==> src/rtl/pipelined_addsub.sv <==
// pipelined_addsub: WIDTH-bit add/subtract split into STAGES carry-chained
// slices, one slice per clock, behind a valid/ready handshake with full
// backpressure. The result and flags come straight from the last stage's
// registers.
//
// Each stage register holds a single word, acc, for the operation it carries.
// The slices already processed hold sum bits and the slices not yet processed
// still hold operand A. Alongside it travel the effective B operand, the
// carry out of the slice just added, and a valid bit.

module pipelined_addsub #(
  parameter int WIDTH  = 16,
  parameter int STAGES = 4
) (
  input  logic             clk,
  input  logic             rst,
  input  logic             in_valid,
  output logic             in_ready,
  input  logic [WIDTH-1:0] a,
  input  logic [WIDTH-1:0] b,
  input  logic             cin,
  input  logic             sub,
  output logic             out_valid,
  input  logic             out_ready,
  output logic [WIDTH-1:0] sum,
  output logic             cout,
  output logic             ovf
);

  localparam int SW   = WIDTH / STAGES;
  localparam int LAST = STAGES - 1;

  if (STAGES < 1) begin : g_bad_stages
    $error("pipelined_addsub: STAGES must be at least 1");
  end
  if ((STAGES >= 1) && ((WIDTH % STAGES) != 0)) begin : g_bad_width
    $error("pipelined_addsub: WIDTH must be a multiple of STAGES");
  end

  // Stage registers, one entry per stage
  logic [STAGES-1:0] vld_q;
  logic [STAGES-1:0] cy_q;
  logic [WIDTH-1:0]  acc_q  [STAGES];
  logic [WIDTH-1:0]  beff_q [STAGES];
  logic              ovf_q;

  // Values presented to each stage, and what each stage will capture
  logic [STAGES-1:0] vld_d;
  logic [STAGES-1:0] cy_in;
  logic [STAGES-1:0] cy_d;
  logic [WIDTH-1:0]  acc_in [STAGES];
  logic [WIDTH-1:0]  acc_d  [STAGES];
  logic [WIDTH-1:0]  beff_d [STAGES];
  logic              ovf_d;
  logic              advance;

  // The whole pipe moves as a unit. It freezes only when a result is
  // waiting and the consumer is not taking it.
  assign advance   = !vld_q[LAST] || out_ready;
  assign in_ready  = advance;
  assign out_valid = vld_q[LAST];
  assign sum       = acc_q[LAST];
  assign cout      = cy_q[LAST];
  assign ovf       = ovf_q;

  // Stage input mux. Stage 0 takes the new operands. Subtraction becomes
  // addition of ~b with carry-in ~cin. Later stages take the registers of
  // the stage before.
  always_comb begin
    vld_d  = '0;
    cy_in  = '0;
    acc_in = '{default: '0};
    beff_d = '{default: '0};

    vld_d[0]  = in_valid;
    acc_in[0] = a;
    beff_d[0] = sub ? ~b : b;
    cy_in[0]  = sub ^ cin;

    for (int k = 1; k < STAGES; k++) begin
      vld_d[k]  = vld_q[k-1];
      acc_in[k] = acc_q[k-1];
      beff_d[k] = beff_q[k-1];
      cy_in[k]  = cy_q[k-1];
    end
  end

  // Each stage adds its own slice, k. The sum replaces the A bits of that
  // slice in acc. Overflow is judged in the last stage. That stage still sees
  // the original A sign bit on its input, before the final slice overwrites it.
  always_comb begin
    acc_d = '{default: '0};
    cy_d  = '0;
    ovf_d = 1'b0;

    for (int k = 0; k < STAGES; k++) begin
      acc_d[k] = acc_in[k];
      {cy_d[k], acc_d[k][k*SW +: SW]} = {1'b0, acc_in[k][k*SW +: SW]}
                                      + {1'b0, beff_d[k][k*SW +: SW]}
                                      + {{SW{1'b0}}, cy_in[k]};
    end

    ovf_d = (acc_in[LAST][WIDTH-1] == beff_d[LAST][WIDTH-1]) &&
            (acc_d[LAST][WIDTH-1]  != acc_in[LAST][WIDTH-1]);
  end

  // Pipeline registers. Reset wins over any handshake. Valid bits always
  // shift on advance. Data is captured only for real ops, so outputs keep
  // their last result while bubbles pass through.
  always_ff @(posedge clk) begin
    if (rst) begin
      vld_q <= '0;
      cy_q  <= '0;
      ovf_q <= 1'b0;
      for (int k = 0; k < STAGES; k++) begin
        acc_q[k]  <= '0;
        beff_q[k] <= '0;
      end
    end else if (advance) begin
      vld_q <= vld_d;
      for (int k = 0; k < STAGES; k++) begin
        if (vld_d[k]) begin
          acc_q[k]  <= acc_d[k];
          beff_q[k] <= beff_d[k];
          cy_q[k]   <= cy_d[k];
        end
      end
      if (vld_d[LAST]) begin
        ovf_q <= ovf_d;
      end
    end
  end

endmodule

==> config.mk <==
export PLATFORM = sky130hd
export DESIGN_NAME = pipelined_addsub
export DESIGN_NICKNAME = d
export VERILOG_FILES = /design/src/rtl/pipelined_addsub.sv
export SDC_FILE = /design/constraint.sdc
export NUM_CORES = 1
export LEC_CHECK = 0
export CAP_MARGIN = 20
export CORE_ASPECT_RATIO = 1.75
export CORE_MARGIN = 8
export CORE_UTILIZATION = 45
export CTS_CLUSTER_DIAMETER = 30
export DETAILED_ROUTE_END_ITERATION = 8
export GPL_TIMING_DRIVEN = 0
export MAX_ROUTING_LAYER = met4
export PLACE_DENSITY_LB_ADDON = 0.1
export SLEW_MARGIN = 5
export SYNTH_ARGS = -nofsm -noshare
export SYNTH_HDL_FRONTEND = slang
export SYNTH_SLANG_ARGS = --single-unit
==> constraint.sdc <==
create_clock -name clk -period 2.6 [get_ports clk]
set_input_delay 0.26 -clock clk [delete_from_list [all_inputs] [get_ports clk]]
set_output_delay 0.26 -clock clk [all_outputs]
set_load 0.05 [all_outputs]
==> impl_metrics.tcl <==
set metrics [dict create \
    crit_top_cell "clkdlybuf4s50_1" \
    holdPathEnd "vld_q[3]" \
    fp.coreArea_um2 9468 \
    synth_xor_area_share_pct 4.800 \
    globalRouteMet2Util_pct 19.80 \
    crit_path_top_delay_cell "clkdlybuf4s50_1" \
    synth-simple-area-share_pct 17.23 \
    routabilityCongestion 0.7468 \
    period_share_pct 77.30 \
    drt_pass1_iterations 4 \
    grt_max_degree 29 \
    clockRootBuffer "clkbuf_16" \
    drive_gt1_share_pct 18.42 \
    syn_nets 366 \
    diodes 0 \
    synthToLayoutAreaGrowth_pct 23.69 \
    r2r_start "cy_q[1]" \
    start_kind "primary input" \
    cts_sinks 97 \
    clk_path_buf_depth 2 \
    ff2ff_setup_slack_ns 0.70 \
    synth_cell_types 32 \
    clock_latency_ns 0.34 \
    grt_usage_pct 10.94 \
    rsz0062_at_grt "no" \
    die_width_um 90.57 \
    io_buffers 55 \
    dpl.hpwl_um 5222 \
    synth_top_family_by_area "simple AND/OR/NAND/NOR gates" \
    hold_buffers 0 \
    maxCapViolations 0 \
    antenna_found_initial 0 \
    fillers 774 \
    slew_viol_final 0 \
    rr_worst_depth 6 \
    post-cts-setup-buffers 0 \
    leakagePower_nw 2.212 \
    hold_ws_ns 0.1590 \
    antenna_left 0 \
    drt_first_iter_violations 90 \
    routed-via-count 2353 \
    hold_class "primary input to register" \
    cts_resized 0 \
    setup_viol 0 \
    cp_max_fo 9 \
    hold_depth 2 \
    top_usage_layer "met2" \
    htreeDepth 3 \
    grt_pass1_wl_um 11010 \
    ys_seq_area_share_pct 64.46 \
    p_total_w 0.003603 \
    finalHoldViolCount 0 \
    gr-total-overflow 0 \
    start_util_pct 46.25 \
    critPathKind "primary input to primary output" \
    synth_compound_area_share_pct 3.000 \
    synth.area.mux_share_pct 0 \
    synth_cells 308 \
    die_h_um 146.5 \
    fin_skew_ns 0.005080 \
    drc 0 \
    status "completed" \
    cts_tree "built" \
    grt_use_met3_pct 4.209 \
    synth_seq_cells 97 \
    synthesis.area_um2 4379 \
    wl_per_cell_um 13.00 \
    routed_wl_um 6524 \
    max_freq_mhz 497.6 \
    grt_pass1_vias 2424 \
    final_common_cell "edfxtp_1" \
    vias_per_cell 4.687 \
    ios 58 \
    crit_chain "clkdlybuf4s50_1, nor2b_4, inv_4, clkdlybuf4s50_1" \
    min_period_ns 2.010 \
    layout_common_cells "edfxtp_1, clkdlybuf4s50_1, and2_4" \
    dieArea_um2 13270 \
    path_clk_slew_ns 0.06 \
    synth_fa_ha_area_share_pct 7.086 \
    slew_headroom_pct 40.92 \
    critPathCaptureType "primary output" \
    rows 47 \
    worst_ep_arrival_time_ns 1.75 \
    crit_required_ns 2.34 \
    yosysWarnings 0 \
    power.density_nw_per_um2 665.2 \
    hp-start "rst" \
    worstMarginPinSlew_ns 0.8840 \
    cts_made_buffers 9 \
    grt_use_met1_pct 9.365 \
    startpoint "out_ready" \
    slowest_delay_ns 0.82 \
    setup_tns_ns 0 \
    fin_nets 433 \
    syn_avg_cell_area_um2 14.22 \
    reg2reg_to "cy_q[2]" \
    ir_worst_vdd_uv 351.4 \
]
-- how the worst max path moves through the flow --
stage               end
3_5_place_dp    cy_q[0]
2_1_floorplan   cy_q[0]
5_1_grt         cy_q[0]
3_3_place_gp    cy_q[0]
4_1_cts        in_ready
6_report       in_ready
-- cell type report --
cell class                      count  area [um2]  area share, %
Timing Repair Buffer               56       565.5          10.44
Buffer                             12       95.09          1.756
Clock buffer                        9       225.2          4.158
Multi-Input combinational cell    185        1406          25.96
Sequential cell                    97        2823          52.11
Tap cell                          122       152.6          2.818
Clock inverter                      7       93.84          1.733
Inverter                           14       55.05          1.016
-- synthesized netlist by cell type --
master	instances	area, um2
inv_4	1	6.260
nand3b_1	1	7.510
xnor2_1	17	148.9
a211oi_1	3	22.52
nor2_1	25	93.84
a221oi_1	1	8.760
clkbuf_1	3	11.26
nor2b_4	1	13.76
o31ai_2	1	12.51
buf_2	2	10.01
buf_6	4	45.04
nor2b_1	3	18.77
nor2_4	1	11.26
o21ai_0	3	15.01
a21o_1	5	37.54
nand2_2	2	12.51
and3_1	28	175.2
clkbuf_8	1	13.76
xor2_1	7	61.31
nor3_1	3	15.01
ha_1	12	150.1
dfxtp_1	9	180.2
inv_1	13	48.80
and2_1	2	12.51
nand2_1	17	63.81
and3_4	2	22.52
fa_1	8	160.2
edfxtp_1	88	2643
and2_4	30	262.8
a21oi_1	7	35.03
and2_2	6	45.04
buf_4	2	15.01
-- metal layers --
metal	routed length (um)	up-vias
met2	3759	64
met1	2245	1074
met5	0	-
li1	-	1204
met4	148	0
met3	371	11
-- critical path, delay by kind of cell --
| kind | cells | cell delay (ns) |
|---|---|---|
| buffers and inverters | 3 | 1.42 |
| and+or+nand+nor | 1 | 0.07 |
-- registers in the layout, indices dropped and copies added (netlist names) --
| signal | flops |
|---|---|
| acc_q | 64 |
| beff_q | 24 |
| cy_q | 4 |
| ovf | 1 |
| vld_q | 4 |
-- through the flow --
stage	std cells	setup WS (ns)	util [%]	area, um2
after floorplan	308	0.4232	-	4379
after global placement	485	0.2678	53.68	5082
after detailed placement	485	0.2525	53.68	5082
after CTS	501	0.5730	57.05	5401
after global routing	502	0.5091	57.21	5416
final	502	0.5903	57.21	5416
-- cell families (layout without fill, tap and decap cells) --
kind of cell               after synthesis  after routing
AOI/OAI and AO/OA                       20             20
xor gates and xnor gates                24             24
adders and majority gates               20             20
buffers and inverters                   26             98
DFF                                     97             97
and+or+nand+nor                        121            121
-- power breakdown --
part / internal (W) / leakage (nW) / total [W] / switching, W
clock: 0.000841 / 0.152 / 0.00139 / 0.000546
combinational: 0.000179 / 1.05 / 0.000382 / 0.000203
sequential: 0.00181 / 1.01 / 0.00183 / 0.0000289
total: 0.00283 / 2.21 / 0.00360 / 0.000778
No activity file was read; power rests on OpenSTA's default activity.
==> RTL edit: new RTL, same flow settings <==
Change the parameter `WIDTH` from 16 to 12.
--- a/src/rtl/pipelined_addsub.sv
+++ b/src/rtl/pipelined_addsub.sv
@@ -9,7 +9,7 @@
 // carry out of the slice just added, and a valid bit.
 
 module pipelined_addsub #(
-  parameter int WIDTH  = 16,
+  parameter int WIDTH  = 12,
   parameter int STAGES = 4
 ) (
   input  logic             clk,
Interface: changed (resized a, b and sum); port bits go from 58 to 46. No check against the original RTL was run, so the function may have changed too.
==> RTL edit against the original RTL <==
  * Die area down 19%
  * Non-clock buffer count decreased by 14
  * Sequential cell count shrank 22
  * Area after synthesis is 22% lower
  * Power decreased by 18%
  * Via count decreased by 23%
  * Clock power fell by 9%
  * Worst setup slack lost 0.26 ns
  * Design area fell by 21%
  * Routed wire length shrank 21%
  * Critical endpoint unchanged
  * Largest cell class unchanged
==> RTL edit: results <==
[outcome]
status = "finished clean"

[logic_synthesis]
yosys-top-cells-area = "edfxtp_1 58%, and2_1 6.1%, dfxtp_1 5.3%"
synth_cell_types = 30
synth_fp_nets = 287
synth_commonest_cells = "66 x edfxtp_1, 33 x and2_1, 20 x nor2_1"
synth_xor_area_share_pct = 4.629
synth-adder-area-share_pct = 7.641

[global_routing]
grt_usage_pct = 11.54
grt_first_pass_wirelength_mm = 8.769
grt_pass1_vias = 1928
use_met3_pct = 3.620
grt_use_met2_pct = 21.24
grt_max_degree = 22

[sta]
fin_hold_ws_ns = 0.3360
skew_ns = 0.004055
fmax_ghz = 0.4414
slew_headroom_pct = 46.76

[routing]
drt-met1-wl_mm = 1.750
dr_wl_met3_um = 287
wirelength_mm = 5.181
drt_iter0_drc = 64
vias = 1809
met2_length_mm = 3.052

[layout]
drive_gt1_share_pct = 15.28
fill_cells = 652
final_nets = 342
register_area_mm2 = 0.002162

[worst_hold_path]
hold_class = "in -> reg"

[power_and_ir_drop]
leakagePower_nw = 1.655

[cts]
numCtsBuffers = 9
clkLatencyLatePin_ns = 0.32

[critical_path]
crit_arrival_ns = 2.01
rrSetupSlack_ns = 0.77
cp_max_fo = 10

[placement]
placed_area_mm2 = 0.003956
hpwl_mm = 4.094
gp_congestion = 0.6918
post-place-ws_ns = 0.3087
dp_cells = 373
RTL edit: path summary, 6_finish.rpt:
path | start | to | cells past startpoint
worst max-delay path | out_ready | in_ready | 6
worst min-delay path | sub | beff_q[0][11] | 3
worst max register to register | vld_q[3] | acc_q[0][3] | 5
worst min register to register | ovf | ovf | 1
RTL edit: power by group through the flow:
| stage | clock [mW] | sequential [mW] | combinational, mW |
|---|---|---|---|
| floorplan | 0 | 1.47 | 0.148 |
| global placement | 0 | 1.44 | 0.276 |
| detailed placement | 0 | 1.44 | 0.283 |
| CTS | 1.31 | 1.41 | 0.284 |
| global route | 1.34 | 1.42 | 0.310 |
| finish | 1.26 | 1.41 | 0.277 |
RTL edit: layout make-up:
cell class,instances,area share [%]
inverters,17,1.496
well taps,88,2.581
flip-flops and latches,75,50.69
multi-input cells,139,25.78
clock buffers,10,5.368
plain buffers,10,1.877
clock inverters,6,1.877
repair buffers,44,10.33
